<file path="src/rtl/layer30_trainer_if.sv">
// ============================================================================
// layer30_trainer_if : sample/result handshake and layer target-side bus
// Rev 1.0
// ============================================================================
`default_nettype none

interface layer30_trainer_if #(
   parameter int DATA_W = 8
);
   logic                   sample_valid;
   logic                   sample_ready;
   logic [4:0]             sample_label;
   logic                   sample_train;
   logic                   layer_valid;
   logic                   layer_learn;
   logic [29:0][DATA_W-1:0] layer_out;
   logic [29:0][DATA_W-1:0] layer_expected_out;
   logic                   result_valid;
   logic [4:0]             result_pred;
   logic                   result_correct;
   logic                   result_label_err;
   logic                   clear_stats;
   logic [15:0]            sample_count;
   logic [15:0]            correct_count;

   // trainer side
   modport slave (
      input  sample_valid, sample_label, sample_train, layer_out, clear_stats,
      output sample_ready, layer_valid, layer_learn, layer_expected_out,
             result_valid, result_pred, result_correct, result_label_err,
             sample_count, correct_count
   );

   // sample source / layer side
   modport master (
      output sample_valid, sample_label, sample_train, layer_out, clear_stats,
      input  sample_ready, layer_valid, layer_learn, layer_expected_out,
             result_valid, result_pred, result_correct, result_label_err,
             sample_count, correct_count
   );
endinterface

`default_nettype wire

</file>
<file path="src/rtl/layer30_trainer.sv">
// ============================================================================
// layer30_trainer : argmax/learn sequencer for a 30-output layer
// Option macro: TRAINER_SKIP_CORRECT_EN (skip LEARN on correct prediction)
// Rev 1.0
// ============================================================================
`default_nettype none

module layer30_trainer #(
   parameter int SETTLE_CYCLES = 2,
   parameter int LEARN_CYCLES  = 1,
   parameter int DATA_W        = 8
) (
   input  logic              clock,
   input  logic              reset_n,
   layer30_trainer_if.slave  bus
);
   localparam logic [2:0] c_ST_IDLE   = 3'd0;
   localparam logic [2:0] c_ST_DRIVE  = 3'd1;
   localparam logic [2:0] c_ST_SETTLE = 3'd2;
   localparam logic [2:0] c_ST_SCAN   = 3'd3;
   localparam logic [2:0] c_ST_LEARN  = 3'd4;
   localparam logic [2:0] c_ST_REPORT = 3'd5;

   logic [2:0]        r_state, w_next;
   logic [7:0]        r_cnt;
   logic              r_ready;
   logic [4:0]        r_label;
   logic              r_train;
   logic [DATA_W-1:0] r_max;
   logic [4:0]        r_idx;
   logic              r_res_valid, r_res_correct, r_res_err;
   logic [4:0]        r_res_pred;
   logic [15:0]       r_sample_count, r_correct_count;

   logic              w_accept, w_label_ok, w_scan_last, w_gt, w_do_learn;
   logic [4:0]        w_scan_i, w_idx_next, w_res_pred;
   logic [DATA_W-1:0] w_cur, w_max_next;

   assign w_accept    = bus.sample_valid && r_ready;
   assign w_label_ok  = (r_label < 5'd30);
   assign w_scan_i    = (r_cnt < 8'd30) ? r_cnt[4:0] : 5'd0;
   assign w_scan_last = (r_cnt == 8'd29);
   assign w_cur       = bus.layer_out[w_scan_i];
   assign w_gt        = (w_cur > r_max);
   // first scan slot seeds the running max; strict compare keeps the lowest index on ties
   assign w_idx_next  = (r_cnt == 8'd0) ? 5'd0  : (w_gt ? w_scan_i : r_idx);
   assign w_max_next  = (r_cnt == 8'd0) ? w_cur : (w_gt ? w_cur : r_max);
   assign w_res_pred  = (r_state == c_ST_SCAN) ? w_idx_next : r_idx;

`ifdef TRAINER_SKIP_CORRECT_EN
   logic w_pred_hit;
   assign w_pred_hit = (w_idx_next == r_label);
   assign w_do_learn = r_train && w_label_ok && !w_pred_hit;
`else
   assign w_do_learn = r_train && w_label_ok;
`endif

   always_comb begin
      w_next = r_state;
      case (r_state)
         c_ST_IDLE:   if (w_accept) w_next = c_ST_DRIVE;
         c_ST_DRIVE:  w_next = c_ST_SETTLE;
         c_ST_SETTLE: if (r_cnt == 8'(SETTLE_CYCLES - 1)) w_next = c_ST_SCAN;
         c_ST_SCAN:   if (w_scan_last) w_next = w_do_learn ? c_ST_LEARN : c_ST_REPORT;
         c_ST_LEARN:  if (r_cnt == 8'(LEARN_CYCLES - 1)) w_next = c_ST_REPORT;
         c_ST_REPORT: w_next = c_ST_IDLE;
         default:     w_next = c_ST_IDLE;
      endcase
   end

   always_ff @(posedge clock or negedge reset_n) begin
      if (!reset_n) begin
         r_state       <= c_ST_IDLE;
         r_cnt         <= 8'd0;
         r_ready       <= 1'b0;
         r_label       <= 5'd0;
         r_train       <= 1'b0;
         r_max         <= '0;
         r_idx         <= 5'd0;
         r_res_valid   <= 1'b0;
         r_res_pred    <= 5'd0;
         r_res_correct <= 1'b0;
         r_res_err     <= 1'b0;
      end else begin
         r_state     <= w_next;
         r_cnt       <= (w_next != r_state) ? 8'd0 : r_cnt + 8'd1;
         r_ready     <= (w_next == c_ST_IDLE);
         r_res_valid <= (w_next == c_ST_REPORT);
         if (r_state == c_ST_IDLE && w_accept) begin
            r_label <= bus.sample_label;
            r_train <= bus.sample_train;
         end
         if (r_state == c_ST_SCAN) begin
            r_max <= w_max_next;
            r_idx <= w_idx_next;
         end
         // results are captured on REPORT entry and held until the next one
         if (w_next == c_ST_REPORT && r_state != c_ST_REPORT) begin
            r_res_pred    <= w_res_pred;
            r_res_correct <= w_label_ok && (w_res_pred == r_label);
            r_res_err     <= !w_label_ok;
         end
      end
   end

   always_ff @(posedge clock or negedge reset_n) begin
      if (!reset_n) begin
         r_sample_count  <= 16'd0;
         r_correct_count <= 16'd0;
      end else if (bus.clear_stats) begin
         r_sample_count  <= 16'd0;
         r_correct_count <= 16'd0;
      end else if (r_state == c_ST_REPORT) begin
         if (r_sample_count != 16'hFFFF)
            r_sample_count <= r_sample_count + 16'd1;
         if (r_res_correct && r_correct_count != 16'hFFFF)
            r_correct_count <= r_correct_count + 16'd1;
      end
   end

   generate
      for (genvar k = 0; k < 30; k++) begin : g_exp
         assign bus.layer_expected_out[k] =
            (r_state != c_ST_IDLE && r_label == 5'(k)) ? {DATA_W{1'b1}} : '0;
      end
   endgenerate

   assign bus.sample_ready     = r_ready;
   assign bus.layer_valid      = (r_state == c_ST_DRIVE) || (r_state == c_ST_LEARN);
   assign bus.layer_learn      = (r_state == c_ST_LEARN);
   assign bus.result_valid     = r_res_valid;
   assign bus.result_pred      = r_res_pred;
   assign bus.result_correct   = r_res_correct;
   assign bus.result_label_err = r_res_err;
   assign bus.sample_count     = r_sample_count;
   assign bus.correct_count    = r_correct_count;
endmodule

`default_nettype wire
</file>
<file path="src/flat_wrapper.sv">
// flat-port wrapper written by rule: the top's interface ports become plain ports
module layer30_trainer_flat 
#(
   parameter int SETTLE_CYCLES = 2,
   parameter int LEARN_CYCLES  = 1,
   parameter int DATA_W        = 8
)
  (clock, reset_n, bus_sample_valid, bus_sample_label, bus_sample_train, bus_layer_out, bus_clear_stats, bus_sample_ready, bus_layer_valid, bus_layer_learn, bus_layer_expected_out, bus_result_valid, bus_result_pred, bus_result_correct, bus_result_label_err, bus_sample_count, bus_correct_count);
  layer30_trainer_if #(.DATA_W(DATA_W)) bus_i ();
  input  logic clock;
  input  logic reset_n;
  input wire logic [$bits(bus_i.sample_valid)-1:0] bus_sample_valid;
  input wire logic [$bits(bus_i.sample_label)-1:0] bus_sample_label;
  input wire logic [$bits(bus_i.sample_train)-1:0] bus_sample_train;
  input wire logic [$bits(bus_i.layer_out)-1:0] bus_layer_out;
  input wire logic [$bits(bus_i.clear_stats)-1:0] bus_clear_stats;
  output wire logic [$bits(bus_i.sample_ready)-1:0] bus_sample_ready;
  output wire logic [$bits(bus_i.layer_valid)-1:0] bus_layer_valid;
  output wire logic [$bits(bus_i.layer_learn)-1:0] bus_layer_learn;
  output wire logic [$bits(bus_i.layer_expected_out)-1:0] bus_layer_expected_out;
  output wire logic [$bits(bus_i.result_valid)-1:0] bus_result_valid;
  output wire logic [$bits(bus_i.result_pred)-1:0] bus_result_pred;
  output wire logic [$bits(bus_i.result_correct)-1:0] bus_result_correct;
  output wire logic [$bits(bus_i.result_label_err)-1:0] bus_result_label_err;
  output wire logic [$bits(bus_i.sample_count)-1:0] bus_sample_count;
  output wire logic [$bits(bus_i.correct_count)-1:0] bus_correct_count;
  assign bus_i.sample_valid = bus_sample_valid;
  assign bus_i.sample_label = bus_sample_label;
  assign bus_i.sample_train = bus_sample_train;
  assign bus_i.layer_out = bus_layer_out;
  assign bus_i.clear_stats = bus_clear_stats;
  assign bus_sample_ready = bus_i.sample_ready;
  assign bus_layer_valid = bus_i.layer_valid;
  assign bus_layer_learn = bus_i.layer_learn;
  assign bus_layer_expected_out = bus_i.layer_expected_out;
  assign bus_result_valid = bus_i.result_valid;
  assign bus_result_pred = bus_i.result_pred;
  assign bus_result_correct = bus_i.result_correct;
  assign bus_result_label_err = bus_i.result_label_err;
  assign bus_sample_count = bus_i.sample_count;
  assign bus_correct_count = bus_i.correct_count;
  layer30_trainer #(.SETTLE_CYCLES(SETTLE_CYCLES), .LEARN_CYCLES(LEARN_CYCLES), .DATA_W(DATA_W)) u_core (.clock(clock), .reset_n(reset_n), .bus(bus_i));
endmodule
</file>
<file path="config.mk">
export PLATFORM = sky130hd
export DESIGN_NAME = layer30_trainer_flat
export DESIGN_NICKNAME = d
export VERILOG_FILES = /design/src/rtl/layer30_trainer_if.sv /design/src/rtl/layer30_trainer.sv /design/src/flat_wrapper.sv
export SDC_FILE = /design/constraint.sdc
export NUM_CORES = 1
export LEC_CHECK = 0
export BUFFER_PORTS_ARGS = -buffer_cell sky130_fd_sc_hd__buf_4
export CAP_MARGIN = 20
export CORE_AREA = 2 2 206 208
export DETAILED_ROUTE_END_ITERATION = 7
export DIE_AREA = 0 0 208 210
export GPL_ROUTABILITY_DRIVEN = 0
export PLACE_DENSITY = 0.53
export SLEW_MARGIN = 0
export SYNTH_ARGS = -nofsm -noshare
export SYNTH_HDL_FRONTEND = slang
export SYNTH_SLANG_ARGS = --single-unit
</file>
<file path="constraint.sdc">
create_clock -name clock -period 8.9 [get_ports clock]
set_clock_uncertainty 0.1 [all_clocks]
set_input_delay 1.78 -clock clock [delete_from_list [all_inputs] [get_ports clock]]
set_output_delay 1.78 -clock clock [all_outputs]
set_load 0.05 [all_outputs]
</file>
==> metrics, run 1 <==
most frequent cells in the layout 536 x buf_4, 104 x nor2_1, 73 x nand2_1; Sw Ratio 54.6%; Max VDD drop between 0.1 and 0.15 mV; CP top delay family simple AND/OR/NAND/NOR gates; core area between 40000 and 50000 um^2; commonest non-fill, non-tap cell in the layout buf_4; full die area ~44000 um^2; Die X around 210 um; H-tree level count 3; vias in the first global route between 8k and 9k; power per cell area between 200 and 300 nW/um^2; Setup CP Type reg -> reg; clock root cell clkbuf_16; routed vias/inst approximately 4.6; # diodes 0; Avg Cell Area, Syn 7.97 um^2; Starting Density 19.1%; Boundary Pins 533; NetSw roughly 1.6 mW; final setup violation count 0; design area between 10000 and 15000 um^2; Clock power frac 12.5%; slowest stage delay, CP between 0.9 and 1 ns; arrival time at the worst endpoint 6.03 ns; Synth warnings 0; Hold Path Class reg -> reg; final hold violations 0; CP Capture Type flip-flop; clock insertion delay at the later pin of the skew report 0.34 ns; initial drt markers between 600 and 700; global-route wire length before repair between 50 and 60 mm; placed cell areas between 10000 and 15000 um^2; layout cells sized above 1 46.9%; Yosys cell types 72; Startpoint Class flip-flop; DRT antenna net count 0; DRT Pass-1 Iters 5; Final HPWL DP around 31 mm; clock buffer depth 2; number of core rows between 70 and 80; residual DRC count 0; Sequential Power Share 16.4%; Buffers on Ports approximately 530; max-cap violations 0; Post-synth EDFFs 0; asr flop ratio synth 100%; FF+latch count, synth 71; internal power around 1.3 mW; Nets around 1.5k; postcts setup bufs 0; Slew headroom a little over a third; Max Fclk approximately 170 MHz; slowest CP cell dfrtp_2; Final Critical Period 5.90 ns; cts hold-fix bufs 0; wire per inst around 21 um; Synth Cell Area slightly below 8000 um^2; crit-path max FO 42; RSZ-0062 raised after global routing no; setup_tns 0 ns; final worst-path cycle share approximately 66%; cell count after synthesis 995; CP Cell Sequence nand4_1, nand2_1, a221oi_1, a2111oi_0, a311oi_1, a211oi_2, ha_1, a21oi_1, o21ai_0, o21ai_1, and2_1, mux2_2; CTS tree done; total gr overflow 0; Layout area overhead 39.8%; Clk pin slew, worst setup/hold paths around 0.060 ns; largest net degree at the start of global routing between 70 and 80; via count 8427; initial antenna violation count 2; Die Y 210 um; All-Layer GR Usage between 10% and 20%; routed wire length approximately 38 mm; Num CTS Buffers 9; Least-Margin Pin Slew around 0.96 ns; register area share after synthesis between 20% and 30%; Comb power frac a little over 70%; CP required 9.03 ns; Synth Flop Type dfrtp_1; Mapped Nets around 1.3k; post-layout util between 20% and 30%; Bufs and invs on worst path 0; max-slew violation count 0; TritonCTS Sinks 71; Lkg Pwr about 5.5 nW; status completed; cts repair resizes 0; WHS around 0.4 ns
power groups by stage:
stage                     Sequential [mW]  Combinational [mW]  Clock, mW
after floorplan                     0.414                1.69          0
after global placement              0.486                2.07          0
after detailed placement            0.490                2.09          0
after CTS                           0.484                2.10      0.381
after global routing                0.494                2.26      0.392
final                               0.485                2.11      0.369
state kept, by name (all words and copies together) (netlist names), 3 cells and up:
register,cells
u_core.bus.correct_count,16
u_core.bus.result_pred,5
u_core.bus.sample_count,16
u_core.r_cnt,8
u_core.r_idx,5
u_core.r_label,5
u_core.r_max,8
u_core.r_state,3
path summary, 6_finish.rpt:
check                                start                            to  slack, ns  depth (start not counted)
min in group asynchronous          reset_n  u_core.bus.correct_count[10]       1.47                          1
max in group asynchronous          reset_n               u_core.r_cnt[0]       6.49                          1
max reg2reg                u_core.r_cnt[2]               u_core.r_max[5]       3.00                         12
min                        u_core.r_max[0]               u_core.r_max[0]       0.40                          2
max                        u_core.r_cnt[2]               u_core.r_max[5]       3.00                         12
min reg2reg                u_core.r_max[0]               u_core.r_max[0]       0.40                          2
routing by layer:
layer	up-vias	routed length (um)	global-route usage [%]	part of all wire, %
met5	-	29	0	0.076
met4	4	775	3.67	2.0
met3	50	2360	3.04	6.2
met2	395	18900	28.5	50
met1	4089	16000	20.9	42
li1	3889	-	-	-
Yosys cell counts, drive strengths merged, types with 13 or more instances:
cell type,count,area (um^2)
buf,245,1770
nor2,105,397
nand2,73,274
dfrtp,71,1780
mux2i,51,510
o21ai,38,194
a21oi,33,165
o22ai,30,188
mux2,28,315
nand3,27,140
xor2,23,201
clkbuf,22,82.6
nand4,21,131
nor3,21,128
a211oi,20,178
inv,16,60.1
and3,15,93.8
ha,13,163
xnor2,13,114
through the flow:
stage | setup WS, ns | power, mW | cells
2_1_floorplan | 4.26 | 2.10 | 995
3_3_place_gp | 3.40 | 2.56 | 1803
3_5_place_dp | 3.19 | 2.58 | 1803
4_1_cts | 3.16 | 2.96 | 1819
5_1_grt | 2.51 | 3.14 | 1819
6_report | 3.00 | 2.96 | 1819
tightest hold or removal path, stage by stage, from the launching register on:
cell     delay [ns]
dfrtp_1        0.34
nand2_1        0.05
o21ai_0        0.07
area by class of cell:
cell class	instances	area (um^2)
Sequential cell	71	1780
Fill cell	4472	30400
Timing Repair Buffer	536	4020
Clock inverter	6	70.1
Inverter	17	63.8
Clock buffer	10	229
Tap cell	539	674
Multi-Input combinational cell	640	4240
cells by family after synthesis:
family | synth area share, %
adders and majority gates | 2.05
AOI/OAI and AO/OA | 16.6
and+or+nand+nor | 20.1
muxes | 10.7
buffers and inverters | 24.1
DFF | 22.4
xor gates and xnor gates | 3.98
No activity file was read; power rests on OpenSTA's default activity.
==> run 2, diff against run 1 <==
--- a/config.mk
+++ b/config.mk
@@ -7,11 +7,11 @@
 export LEC_CHECK = 0
 export BUFFER_PORTS_ARGS = -buffer_cell sky130_fd_sc_hd__buf_4
 export CAP_MARGIN = 20
-export CORE_AREA = 2 2 206 208
+export CORE_AREA = 2 2 209 211
 export DETAILED_ROUTE_END_ITERATION = 7
-export DIE_AREA = 0 0 208 210
+export DIE_AREA = 0 0 211 213
 export GPL_ROUTABILITY_DRIVEN = 0
-export PLACE_DENSITY = 0.53
+export PLACE_DENSITY = 0.52
 export SLEW_MARGIN = 0
 export SYNTH_ARGS = -nofsm -noshare
 export SYNTH_HDL_FRONTEND = slang
==> constraint.sdc (replaced) <==
create_clock -name clock -period 5.6 [get_ports clock]
set_clock_uncertainty 0.1 [all_clocks]
set_input_delay 1.12 -clock clock [delete_from_list [all_inputs] [get_ports clock]]
set_output_delay 1.12 -clock clock [all_outputs]
set_load 0.05 [all_outputs]
==> run 2 against run 1 <==
  * Fmax rose by 13%
  * Die area grew 2.9%
  * Non-clock buffer count is 12 higher
  * Setup slack lost 2.6 ns
  * Register-to-register slack lost 2.6 ns
  * Via count shrank 0.80%
  * Global-route usage down 0.89 points
  * Count of clock-buffer cells in the layout is 1 lower
  * Utilization decreased by 0.50 points
  * Largest power group unchanged
==> metrics, run 2 (synthesis gave the netlist of run 1 again) <==
Die X 211 um (was 208 um); Hold Path Class reg -> reg (unchanged); final worst-path cycle share 93.2% (was 66.3%); TritonCTS Sinks 71 (unchanged); Worst Setup SP u_core.r_cnt[5] (was u_core.r_cnt[2]); arrival time at the worst endpoint 5.35 ns (was 6.03 ns); Lkg Pwr 5.52 nW (was 5.46 nW); Hold EP u_core.r_max[0] (unchanged); slowest CP cell nand3_2 (was dfrtp_2); initial drt markers 537 (was 662); postcts setup bufs 0 (unchanged); final hold violations 0 (unchanged); Final HPWL DP 30.6 mm (was 30.7 mm); full die area 44900 um^2 (was 43700 um^2); post-layout util 26.2% (was 26.7%); max-cap violations 0 (unchanged); Least-Margin Pin Slew 0.833 ns (was 0.958 ns); H-tree level count 3 (unchanged); cts hold-fix bufs 0 (unchanged); Max VDD drop 0.232 mV (was 0.131 mV); setup ws final 0.380 ns (was 3.00 ns); via count 8360 (was 8427); DRT antenna net count 0 (unchanged); routed vias/inst 4.55 (was 4.63); Num CTS Buffers 9 (unchanged); R2R cell count 13 (was 12); Final Critical Period 5.22 ns (was 5.90 ns); CP Cell Sequence nor3_4, nand3_2, buf_4, a22oi_1, o221ai_1, a311oi_1, a211oi_2, ha_1, a21oi_1, o21ai_0, o21ai_1, and2_1, mux2_2 (was nand4_1, nand2_1, a221oi_1, a2111oi_0, a311oi_1, a211oi_2, ha_1, a21oi_1, o21ai_0, o21ai_1, and2_1, mux2_2); Max Fclk 192 MHz (was 170 MHz); clock insertion delay at the later pin of the skew report 0.34 ns (about the same); Fill cells 4659 (was 4472); crit-path max FO 20 (was 42); pre-CTS setup slack 0.476 ns (was 3.19 ns); CP required 5.73 ns (was 9.03 ns); Bufs and invs on worst path 1 (was 0); slowest stage delay, CP 0.59 ns (was 0.98 ns); Nets 1550 (was 1538); clock root cell clkbuf_16 (unchanged); max-slew violation count 0 (unchanged); Setup CP Type reg -> reg (unchanged); routed wire length 37.5 mm (was 38.1 mm); RSZ-0062 raised after global routing no (unchanged); All-Layer GR Usage 15.4% (was 16.3%); clock buffer depth 2 (unchanged); Die Y 213 um (was 210 um); worst hold stages 2 (unchanged); Starting Density 18.6% (was 19.1%); cts repair resizes 0 (unchanged); power per cell area 430 nW/um^2 (was 267 nW/um^2); wire per inst 20.4 um (was 21.0 um); number of core rows 76 (was 75); setup_tns 0 ns (unchanged); core area 42700 um^2 (was 41500 um^2); initial antenna violation count 3 (was 2); Clk pin slew, worst setup/hold paths 0.06 ns (about the same); CP top delay family compound AO/OA/AOI/OAI gates (was simple AND/OR/NAND/NOR gates); CTS tree done (unchanged); residual DRC count 0 (unchanged); largest net degree at the start of global routing 42 (was 72); Startpoint Class flip-flop (unchanged); layout cells sized above 1 47.4% (was 46.9%); Cell Count, Final, Fillers Out 1837 (was 1819); vias in the first global route 8024 (was 8003); RR Startpoint u_core.r_cnt[5] (was u_core.r_cnt[2]); Crit Reg-Reg Endpoint u_core.r_max[6] (was u_core.r_max[5]); final setup violation count 0 (unchanged); worst hold path startpoint u_core.r_max[0] (unchanged); Layout area overhead 41.2% (was 39.8%); reg2reg setup slack 0.38 ns (was 3.00 ns); Slew headroom 44.2% (was 36.1%); CP Capture Type flip-flop (unchanged); commonest non-fill, non-tap cell in the layout buf_4 (unchanged); status completed (unchanged); Pwr Total 4.81 mW (was 2.96 mW); DRT Pass-1 Iters 5 (unchanged); global-route wire length before repair 52.0 mm (was 54.0 mm); Boundary Pins 533 (unchanged); most frequent cells in the layout 548 x buf_4, 104 x nor2_1, 73 x nand2_1 (was 536 x buf_4, 104 x nor2_1, 73 x nand2_1); dpl cells 1822 (was 1803); Buffers on Ports 532 (unchanged); total gr overflow 0 (unchanged)
-- run 2: changes by cell type in the layout (fill, tap and decap cells not counted), sizes merged --
cell	before	now
buf	536	548
bufinv	1	2
clkbuf	10	9
clkinv	5	1
clkinvlp	0	2
diode	0	1
-- run 2: worst min-delay path, stage by stage (launching register included) --
cell,delay [ns]
dfrtp_1,0.35
nand2_1,0.05
o21ai_0,0.06
-- run 2: how the worst max path moves through the flow --
stage	endpoint	slack, ns	depth (start not counted)
floorplan	u_core.r_max[1]	1.62	14
global placement	u_core.r_max[6]	0.59	13
detailed placement	u_core.r_max[6]	0.48	13
CTS	u_core.r_max[6]	0.45	13
global route	u_core.r_max[3]	0.05	12
finish	u_core.r_max[6]	0.38	13
-- run 2: through the flow --
step,hold slack (ns),area [um^2]
after global routing,0.416,11200
after CTS,0.396,11200
after global placement,0.374,10900
after floorplan,0.354,7930
final,0.398,11200
after detailed placement,0.381,10900
-- run 2: layer usage --
| layer | global-route usage (%) | vias to the layer above | part of all wire (%) |
|---|---|---|---|
| met1 | 20.3 | 4048 | 43 |
| li1 | - | 3903 | - |
| met5 | 0 | - | 0.088 |
| met4 | 3.01 | 4 | 1.5 |
| met3 | 3.56 | 37 | 7.2 |
| met2 | 26.0 | 368 | 49 |
-- run 2: layout make-up --
| cell class | instances | area, um^2 | share of cell area, % |
|---|---|---|---|
| inverters | 17 | 63.8 | 0.570 |
| repair buffers | 548 | 4110 | 36.7 |
| clock buffers | 9 | 225 | 2.01 |
| multi-input cells | 640 | 4240 | 37.9 |
| flip-flops and latches | 71 | 1780 | 15.9 |
| clock inverters | 5 | 83.8 | 0.749 |
| well taps | 546 | 683 | 6.10 |
| diodes | 1 | 2.50 | 0.0224 |
-- run 2: report_power, final --
group / switching, mW / total (mW) / internal [mW] / leakage [nW]
registers: 0.161 / 0.762 / 0.601 / 0.936
clock network: 0.236 / 0.623 / 0.387 / 0.144
logic: 2.21 / 3.43 / 1.22 / 4.44
==> run 3, diff against run 2 <==
==> constraint.sdc (replaced) <==
create_clock -name clock -period 5.18 [get_ports clock]
set_clock_uncertainty 0.1 [all_clocks]
set_input_delay 1.036 -clock clock [delete_from_list [all_inputs] [get_ports clock]]
set_output_delay 1.036 -clock clock [all_outputs]
set_load 0.05 [all_outputs]
==> run 3 against run 2 <==
  * Die area stayed put
  * Sequential share of layout area shrank 0.14 points
  * Total power is 10% higher
  * Critical path depth did not move
  * Flip-flop and latch count did not move
  * Via count is 2.3% higher
  * Non-clock buffer count up 7
  * Utilization grew 0.23 points
  * Cell count grew 0.54%
  * Hold slack got worse by 0.0019 ns
  * Fmax grew 7.0%
  * Setup slack lost 0.080 ns
  * Highest routed layer unchanged
==> metrics, run 3 (synthesis gave the netlist of run 1 again) <==
Buffers on Ports 532 (unchanged); Die X 211 um (unchanged); initial antenna violation count 6 (was 3); Die Y 213 um (unchanged); global-route wire length before repair 52.2 mm (was 52.0 mm); Boundary Pins 533 (unchanged); internal power 2.47 mW (was 2.21 mW); Comb power frac 71.4% (was 71.2%); Sw Ratio 53.5% (was 54.2%); Clock power frac 13.3% (was 12.9%); Cell Count, Final, Fillers Out 1847 (was 1837); total gr overflow 0 (unchanged); setup ws final 0.300 ns (was 0.380 ns); RSZ-0062 raised after global routing no (unchanged); most frequent cells in the layout 554 x buf_4, 104 x nor2_1, 73 x nand2_1 (was 548 x buf_4, 104 x nor2_1, 73 x nand2_1); Pwr Total 5.30 mW (was 4.81 mW); routed wire length 37.6 mm (was 37.5 mm); Worst path depth 13 (unchanged); Starting Density 18.6% (unchanged); NetSw 2.84 mW (was 2.61 mW); slowest CP cell nor3_4 (was nand3_2); Final Critical Period 4.88 ns (was 5.22 ns); area of the multi-input gates 4240 um^2 (unchanged); postcts setup bufs 0 (unchanged); CP Cell Sequence or3_4, nor3_4, mux2i_1, a221oi_2, a2111oi_1, a31oi_1, ha_1, nand4_1, o21a_1, o21ai_1, buf_4, and2_1, mux2_2 (was nor3_4, nand3_2, buf_4, a22oi_1, o221ai_1, a311oi_1, a211oi_2, ha_1, a21oi_1, o21ai_0, o21ai_1, and2_1, mux2_2); CP Capture Type flip-flop (unchanged); status completed (unchanged); max-cap violations 0 (unchanged); power per cell area 470 nW/um^2 (was 430 nW/um^2); Startpoint Class flip-flop (unchanged); slowest stage delay, CP 0.69 ns (was 0.59 ns); initial drt markers 806 (was 537); final setup violation count 0 (unchanged); worst hold stages 1 (was 2); wire per inst 20.4 um (about the same); H-tree level count 3 (unchanged); Fill cells 4632 (was 4659); core area 42700 um^2 (unchanged); number of core rows 76 (unchanged); DRT Pass-1 Iters 5 (unchanged); arrival time at the worst endpoint 5.01 ns (was 5.35 ns); commonest non-fill, non-tap cell in the layout buf_4 (unchanged); CTS tree done (unchanged); CP required 5.31 ns (was 5.73 ns); largest net degree at the start of global routing 72 (was 42); max-slew violation count 0 (unchanged); R2R cell count 13 (unchanged); layout cells sized above 1 47.7% (was 47.4%); final worst-path cycle share 94.2% (was 93.2%); Sequential Power Share 15.3% (was 15.8%); pre-CTS setup slack 0.390 ns (was 0.476 ns); residual DRC count 0 (unchanged); vias in the first global route 8294 (was 8024); crit-path max FO 14 (was 20); via count 8554 (was 8360); Max VDD drop 0.244 mV (was 0.232 mV); cts repair resizes 0 (unchanged); clock root cell clkbuf_16 (unchanged); DRT antenna net count 0 (unchanged); Nets 1557 (was 1550); post-layout util 26.5% (was 26.2%); final hold violations 0 (unchanged); clock buffer depth 2 (unchanged); setup_tns 0 ns (unchanged); routed vias/inst 4.63 (was 4.55); cts hold-fix bufs 0 (unchanged); Setup CP Type reg -> reg (unchanged); Lkg Pwr 5.57 nW (was 5.52 nW); All-Layer GR Usage 15.5% (was 15.4%); Num CTS Buffers 9 (unchanged); Max Fclk 205 MHz (was 192 MHz); Storage cell area 1780 um^2 (unchanged); dpl cells 1828 (was 1822); clock insertion delay at the later pin of the skew report 0.34 ns (about the same); TritonCTS Sinks 71 (unchanged); full die area 44900 um^2 (unchanged); Clk pin slew, worst setup/hold paths 0.06 ns (about the same); Layout area overhead 42.4% (was 41.2%); Least-Margin Pin Slew 0.802 ns (was 0.833 ns); Final HPWL DP 30.8 mm (was 30.6 mm); Slew headroom 46.4% (was 44.2%); Hold Path Class reg -> reg (unchanged); CP top delay family simple AND/OR/NAND/NOR gates (was compound AO/OA/AOI/OAI gates); Bufs and invs on worst path 1 (unchanged)
==> run 3: cell types whose count changed in the layout (fill, tap and decap cells not counted), sizes merged <==
cell / before / now
buf: 548 / 555
clkbuf: 9 / 11
clkinv: 1 / 2
diode: 1 / 2
inv: 17 / 16
==> run 3: metal layers <==
| layer | routed length, um | GRT usage (%) | part of all wire [%] | vias up |
|---|---|---|---|---|
| met3 | 3340 | 4.10 | 8.9 | 59 |
| met4 | 801 | 4.08 | 2.1 | 8 |
| met2 | 18100 | 26.0 | 48 | 452 |
| li1 | - | - | - | 3923 |
| met1 | 15300 | 19.7 | 41 | 4112 |
| met5 | 60 | 0 | 0.16 | - |
==> run 3: power by group through the flow <==
| stage | Clock, mW | Combinational (mW) | Sequential (mW) |
|---|---|---|---|
| final | 0.707 | 3.79 | 0.811 |
| after global routing | 0.751 | 4.04 | 0.824 |
| after CTS | 0.726 | 3.75 | 0.807 |
| after detailed placement | 0 | 3.74 | 0.817 |
| after global placement | 0 | 3.72 | 0.812 |
| after floorplan | 0 | 2.91 | 0.711 |
==> run 3: area by class of cell <==
cell class,count,area share [%]
Multi-Input combinational cell,640,37.6
Inverter,17,0.565
Antenna cell,2,0.0443
Tap cell,546,6.05
Clock buffer,11,2.24
Sequential cell,71,15.8
Timing Repair Buffer,555,37.1
Clock inverter,5,0.709
==> run 3: final timing paths <==
check	from	end	slack (ns)
min reg2reg	u_core.r_max[4]	u_core.r_max[4]	0.40
min in group asynchronous	reset_n	u_core.bus.correct_count[15]	0.50
min	u_core.r_max[4]	u_core.r_max[4]	0.40
max	u_core.r_cnt[5]	u_core.r_max[1]	0.30
max reg2reg	u_core.r_cnt[5]	u_core.r_max[1]	0.30
max in group asynchronous	reset_n	u_core.r_cnt[0]	3.88
==> run 3: per-stage QoR <==
step	instance area (um^2)	hold WS [ns]
6_report	11300	0.396
4_1_cts	11300	0.396
5_1_grt	11300	0.423
3_5_place_dp	10900	0.382
2_1_floorplan	7930	0.354
3_3_place_gp	10900	0.375
